## config.mk

```make
export PLATFORM = sky130hd
export DESIGN_NAME = ray_dir_generator
export DESIGN_NICKNAME = d
export VERILOG_FILES = /design/src/rtl/ray_dir_generator_pkg.sv /design/src/rtl/ray_dir_generator_addsub.sv /design/src/rtl/ray_dir_generator.sv
export SDC_FILE = /design/constraint.sdc
export NUM_CORES = 2
export LEC_CHECK = 0
export CAP_MARGIN = 0
export CORE_MARGIN = 2
export CORE_UTILIZATION = 58
export DETAILED_ROUTE_END_ITERATION = 8
export PLACE_DENSITY_LB_ADDON = 0.15
export SETUP_SLACK_MARGIN = 0.4
export SYNTH_ARGS = -nofsm -noshare
export SYNTH_HDL_FRONTEND = slang
export SYNTH_SLANG_ARGS = --single-unit
```

## constraint.sdc

```tcl
create_clock -name clk -period 9.46 [get_ports clk]
set_input_delay 2.365 -clock clk [delete_from_list [all_inputs] [get_ports clk]]
set_output_delay 2.365 -clock clk [all_outputs]
set_load 0.05 [all_outputs]
```

## src/rtl/ray_dir_generator_pkg.sv

```systemverilog
// ray_dir_generator_pkg: shared widths, lane offsets and FSM encoding for the ray direction generator
package ray_dir_generator_pkg;
  localparam int VEC_W = 96;
  localparam int LANE_W = 32;
  localparam int FRAC_BITS = 16;
  localparam int LANE_X = 0;
  localparam int LANE_Y = 32;
  localparam int LANE_Z = 64;
  typedef enum logic [1:0] {IDLE, SETUP, SCAN, DONE} state_e;
endpackage

```

## src/rtl/ray_dir_generator_addsub.sv

```systemverilog
// vec3_addsub: three independent 32-bit lanes, each adding or subtracting b from a (modulo 2^32)
module vec3_addsub
  import ray_dir_generator_pkg::*;
(
  input  logic [VEC_W-1:0] a_i,
  input  logic [VEC_W-1:0] b_i,
  input  logic [2:0]       sub_i,
  output logic [VEC_W-1:0] y_o
);
  for (genvar i = 0; i < 3; i++) begin : g_lane
    assign y_o[i*LANE_W +: LANE_W] = sub_i[i] ? a_i[i*LANE_W +: LANE_W] - b_i[i*LANE_W +: LANE_W]
                                              : a_i[i*LANE_W +: LANE_W] + b_i[i*LANE_W +: LANE_W];
  end
endmodule

```

## src/rtl/ray_dir_generator.sv

```systemverilog
// ray_dir_generator: walks the frame in raster order with adders only, issuing one camera-ray direction per pixel
module ray_dir_generator
  import ray_dir_generator_pkg::*;
#(
  parameter int H_RES = 640,
  parameter int V_RES = 480,
  parameter int XW = 10,
  parameter int YW = 9,
  parameter int CW = 10
) (
  input  logic             clk,
  input  logic             rst,
  input  logic             start,
  input  logic [VEC_W-1:0] cam_forward,
  input  logic [VEC_W-1:0] cam_right,
  input  logic [VEC_W-1:0] cam_up,
  input  logic             hold,
  output logic [VEC_W-1:0] v,
  output logic             new_data,
  output logic [XW-1:0]    pix_x,
  output logic [YW-1:0]    pix_y,
  output logic             busy,
  output logic             frame_done
);
  localparam int K = H_RES > V_RES ? H_RES / 2 : V_RES / 2;
  state_e state_q, state_d;
  logic [VEC_W-1:0] right_q, up_q, cur_q, row_q, v_q;
  logic [VEC_W-1:0] a_a, a_b, a_y, b_b, sum;
  logic [2:0]       a_sub;
  logic [CW-1:0]    cnt_q;
  logic [XW-1:0]    x_q, px_q;
  logic [YW-1:0]    y_q, py_q;
  logic             nd_q, fd_q, busy_q;
  logic             scan, issue, eol, last;
  assign scan  = state_q == SCAN;
  assign issue = scan && !hold;
  assign eol   = x_q == XW'(H_RES - 1);
  assign last  = eol && y_q == YW'(V_RES - 1);
  // SETUP: cur - right + up; SCAN: cur + right, or row_base - up at end of row
  assign a_a   = scan && eol ? row_q : cur_q;
  assign a_b   = scan ? (eol ? up_q : right_q) : (cnt_q < CW'(H_RES / 2) ? right_q : '0);
  assign a_sub = scan && !eol ? 3'b000 : 3'b111;
  assign b_b   = state_q == SETUP && cnt_q < CW'(V_RES / 2) ? up_q : '0;
  vec3_addsub u_step (.a_i(a_a), .b_i(a_b), .sub_i(a_sub), .y_o(a_y));
  vec3_addsub u_up (.a_i(a_y), .b_i(b_b), .sub_i(3'b000), .y_o(sum));
  always_comb begin
    state_d = state_q;
    state_d = state_q == IDLE  ? (start ? SETUP : IDLE) :
              state_q == SETUP ? (cnt_q == CW'(K) ? SCAN : SETUP) :
              state_q == SCAN  ? (issue && last ? DONE : SCAN) : IDLE;
  end
  always_ff @(posedge clk) begin
    if (rst) begin
      state_q <= IDLE;
      right_q <= '0;
      up_q    <= '0;
      cur_q   <= '0;
      row_q   <= '0;
      v_q     <= '0;
      cnt_q   <= '0;
      x_q     <= '0;
      y_q     <= '0;
      px_q    <= '0;
      py_q    <= '0;
      nd_q    <= 1'b0;
      fd_q    <= 1'b0;
      busy_q  <= 1'b0;
    end else begin
      state_q <= state_d;
      nd_q    <= issue;
      fd_q    <= state_q == DONE;
      // busy covers the frame_done cycle, so it drops one cycle after DONE
      busy_q  <= state_d != IDLE || state_q == DONE;
      case (state_q)
        IDLE: if (start) begin
          right_q <= cam_right;
          up_q    <= cam_up;
          cur_q   <= cam_forward;
          cnt_q   <= '0;
        end
        SETUP: if (cnt_q == CW'(K)) begin
          row_q <= cur_q;
          x_q   <= '0;
          y_q   <= '0;
        end else begin
          cur_q <= sum;
          cnt_q <= cnt_q + 1'b1;
        end
        SCAN: if (issue) begin
          v_q   <= cur_q;
          px_q  <= x_q;
          py_q  <= y_q;
          cur_q <= sum;
          if (eol) begin
            row_q <= sum;
            x_q   <= '0;
            y_q   <= y_q + 1'b1;
          end else begin
            x_q <= x_q + 1'b1;
          end
        end
        default: ;
      endcase
    end
  end
  assign v          = v_q;
  assign new_data   = nd_q;
  assign pix_x      = px_q;
  assign pix_y      = py_q;
  assign busy       = busy_q;
  assign frame_done = fd_q;
endmodule

```

==> impl_metrics.env <==
export IMPL_status="finished with violations"
export IMPL_violations="DRC"
export IMPL_portBuffers=409
export IMPL_cp_common_cell="ha_1"
export IMPL_period_share_pct=84.34
export IMPL_initial_utilization_pct=58.89
export IMPL_root_buffer="clkbuf_16"
export IMPL_required_ps=10000
export IMPL_grt_pass1_wl_um=181500
export IMPL_dp_hpwl_um=83850
export IMPL_min_from="v[31]"
export IMPL_combPwrFrac_pct=34.6
export IMPL_drv_cap=0
export IMPL_cts_made_buffers=55
export IMPL_num_antenna_cells=0
export IMPL_hold_buffers=0
export IMPL_post_cts_resize_count=0
export IMPL_hold_viol=0
export IMPL_regToRegSetupSlack_ps=1480
export IMPL_cts_tree="yes"
export IMPL_ys_async_sr_fraction_pct=0
export IMPL_multi_input_area_um2=22830
export IMPL_finalCriticalPeriod_ps=7979
export IMPL_syn_inst=4748
export IMPL_crit_path_top_delay_cell="o311ai_0"
export IMPL_nNetsFinal=5448
export IMPL_fin_skew_ps=21.70
export IMPL_synth_edf_count=0
export IMPL_io_pins=410
export IMPL_drt_pass1_iter_count=9
export IMPL_swShare_pct=35.01
export IMPL_routed_wl_um=116600
export IMPL_timing_rr_start="state_q[0]"
export IMPL_grt_usage_pct=35.97
export IMPL_min_delay_path_depth=2
export IMPL_tns_ps=0
export IMPL_fillers=5146
export IMPL_ant_nets=0
export IMPL_ys_seq_area_share_pct=30.59
export IMPL_p_clk_share_pct=30.9
export IMPL_hold_path_class="reg2reg"
export IMPL_synth_commonest_cells="1065 x nand2_1, 596 x a21oi_1, 533 x dfxtp_1"
export IMPL_max_freq_mhz=125.3
export IMPL_synth_main_ff_cell="dfxtp_1"
export IMPL_worst_setup_path_end_kind="register"
export IMPL_drive_gt1_share_pct=3.509
export IMPL_synth_mux_area_fraction_pct=2.823
export IMPL_clk_latency_ps=630
export IMPL_yosysTopAreaCellShare_pct=30.59
export IMPL_ir_drop_uv=155.6
export IMPL_p_int_uw=4735
export IMPL_path_max_fanout=79
export IMPL_ys_seq_elements=533
export IMPL_grt_setup_unrepaired="false"
export IMPL_hold_end="v[31]"
export IMPL_die_y_um=249.2
export IMPL_drcViolationCount=6
export IMPL_grt_pass1_vias=33480
export IMPL_grt_max_degree=175
export IMPL_post_cts_buffers=0
export IMPL_synth_adder_area_share_pct=7.554
export IMPL_wire_per_inst_um=20.25
export IMPL_fin_hold_ws_ps=452.3
export IMPL_fin_util_pct=69.24
export IMPL_worstPathArrival_ps=8520
export IMPL_grt_overflow_total=0
export IMPL_rr_worst_depth=30
export IMPL_syn_area_um2=34880
export IMPL_tightest_slew_ps=1382
export IMPL_synth_top_family_by_area="compound AO/OA/AOI/OAI gates"
export IMPL_timing_rr_end="row_q[95]"
export IMPL_syn_nets=5247
export IMPL_clk_pin_slew_ps=70
export IMPL_relSlewSlack_pct=7.267
export IMPL_finalWorstSetupSlack_ps=1481
export IMPL_syn_area_per_cell_um2=7.347
export IMPL_switchingPower_uw=2550
export IMPL_cts_htree_levels=2
export IMPL_place_congestion=0.9904
export IMPL_path_class="reg2reg"
export IMPL_setup_viol=0
export IMPL_netlist_top_cell_by_area="dfxtp_1"
export IMPL_yosys_warnings=0
export IMPL_post_route_cell_area_um2=41020
export IMPL_synth_compound_area_share_pct=25.51
export IMPL_critPathMaxStageDelay_ps=740
export IMPL_via_count=35730
export IMPL_core_area_um2=59240
export IMPL_synth_xor_area_share_pct=5.563
export IMPL_yosys_top_cells_area="dfxtp_1 31%, nand2_1 11%, a21oi_1 8.6%"
export IMPL_rows=89
export IMPL_grt_antenna_before_repair=1
export IMPL_fp_dieW_um=249.2
export IMPL_cellPowerDensity_nw_per_um2=177.6
export IMPL_cts_num_sinks=533
export IMPL_placed_area_um2=39210
export IMPL_via_per_inst=6.204
export IMPL_drt_iter0_markers=3209
export IMPL_regArea_um2=10670
export IMPL_place_ws_ps=1663
export IMPL_clk_path_buf_depth=3
export IMPL_die_area_um2=62120
export IMPL_synth_most_common_cell="nand2_1"
export IMPL_synth_distinct_cells=94
export IMPL_p_seq_share_pct=34.5
export IMPL_maxSlewViolCount=0
export IMPL_p_leak_uw=0.01637
export IMPL_area_growth_pct=17.58
export IMPL_synth_simple_gate_area_share_pct=23.65
export IMPL_cp_start_kind="register"
export IMPL_startpoint="state_q[0]"
==> kinds of logic (layout without fill, tap and decap cells) <==
kind of cell	count (synthesis)	in the layout
AOI/OAI and AO/OA	1433	1433
xor gates and xnor gates	220	220
adders and majority gates	207	207
buffers and inverters	381	620
DFF	533	533
muxes	98	98
and+or+nand+nor	1876	1876
==> worst max-delay path, delay by kind of cell, from the launching register on <==
kind	cells	cell delay [ps]
compound gates	17	3950
xor+xnor	3	530
fa+ha+maj	4	1550
buf+inv	2	630
flops	1	340
simple gates	4	860
==> worst max-delay path by stage <==
stage	cells past startpoint	endpoint	slack, ps
global route	33	row_q[95]	860
CTS	32	cur_q[63]	1600
floorplan	41	cur_q[63]	1690
global placement	32	row_q[95]	1790
detailed placement	32	row_q[95]	1660
finish	30	row_q[95]	1480
==> cells in the final DEF, fill, tap and decap left out, types with 33 or more instances in the layout <==
cell type / instances
nand2_1: 1063
a22o_1: 33
clkbuf_16: 55
a211oi_1: 110
xor2_1: 75
nor3_1: 90
inv_1: 73
buf_4: 37
nand4_1: 35
clkdlybuf4s50_1: 408
a21o_1: 78
nand3_1: 56
a222oi_1: 34
nand2b_1: 38
nor2_1: 314
dfxtp_1: 533
mux2i_1: 95
and2_1: 115
xnor2_1: 144
ha_1: 199
and3_1: 50
a21oi_1: 596
o21bai_1: 35
o21ai_0: 234
o22ai_1: 59
o21a_1: 35
==> registers in the layout, summed over array words and instances, names as in the netlist <==
| signal | flops |
|---|---|
| v | 96 |
| frame_done | 1 |
| y_q | 9 |
| new_data | 1 |
| up_q | 96 |
| cur_q | 96 |
| row_q | 96 |
| pix_y | 9 |
| pix_x | 10 |
| busy | 1 |
| state_q | 2 |
| x_q | 10 |
| right_q | 96 |
| cnt_q | 10 |
==> metal layers <==
layer / GRT usage (%) / share of wire (%)
met5: 0 / 0.011
met4: 16.66 / 4.7
met3: 5.225 / 8.0
met2: 59.15 / 46
met1: 46.59 / 41
==> power groups by stage <==
stage / registers (uW) / logic (uW) / clock network (uW)
3_3_place_gp: 2550 / 2450 / 0
6_report: 2510 / 2520 / 2250
4_1_cts: 2500 / 2490 / 2260
3_5_place_dp: 2550 / 2470 / 0
5_1_grt: 2520 / 2780 / 2340
2_1_floorplan: 2500 / 1850 / 0
==> area by class of cell <==
| type | instances | area share (%) |
|---|---|---|
| Clock buffer | 78 | 3.810 |
| Inverter | 75 | 0.6863 |
| Timing Repair Buffer | 450 | 10.87 |
| Clock inverter | 17 | 0.6009 |
| Multi-Input combinational cell | 3834 | 55.67 |
| Tap cell | 773 | 2.358 |
| Sequential cell | 533 | 26.01 |
==> through the flow <==
step                      power (uW)  instances
final                           7285       5760
after global routing            7645       5760
after CTS                       7257       5760
after detailed placement        5024       5665
after global placement          5005       5665
after floorplan                 4344       4748
Power figures use the tool's default switching activity.
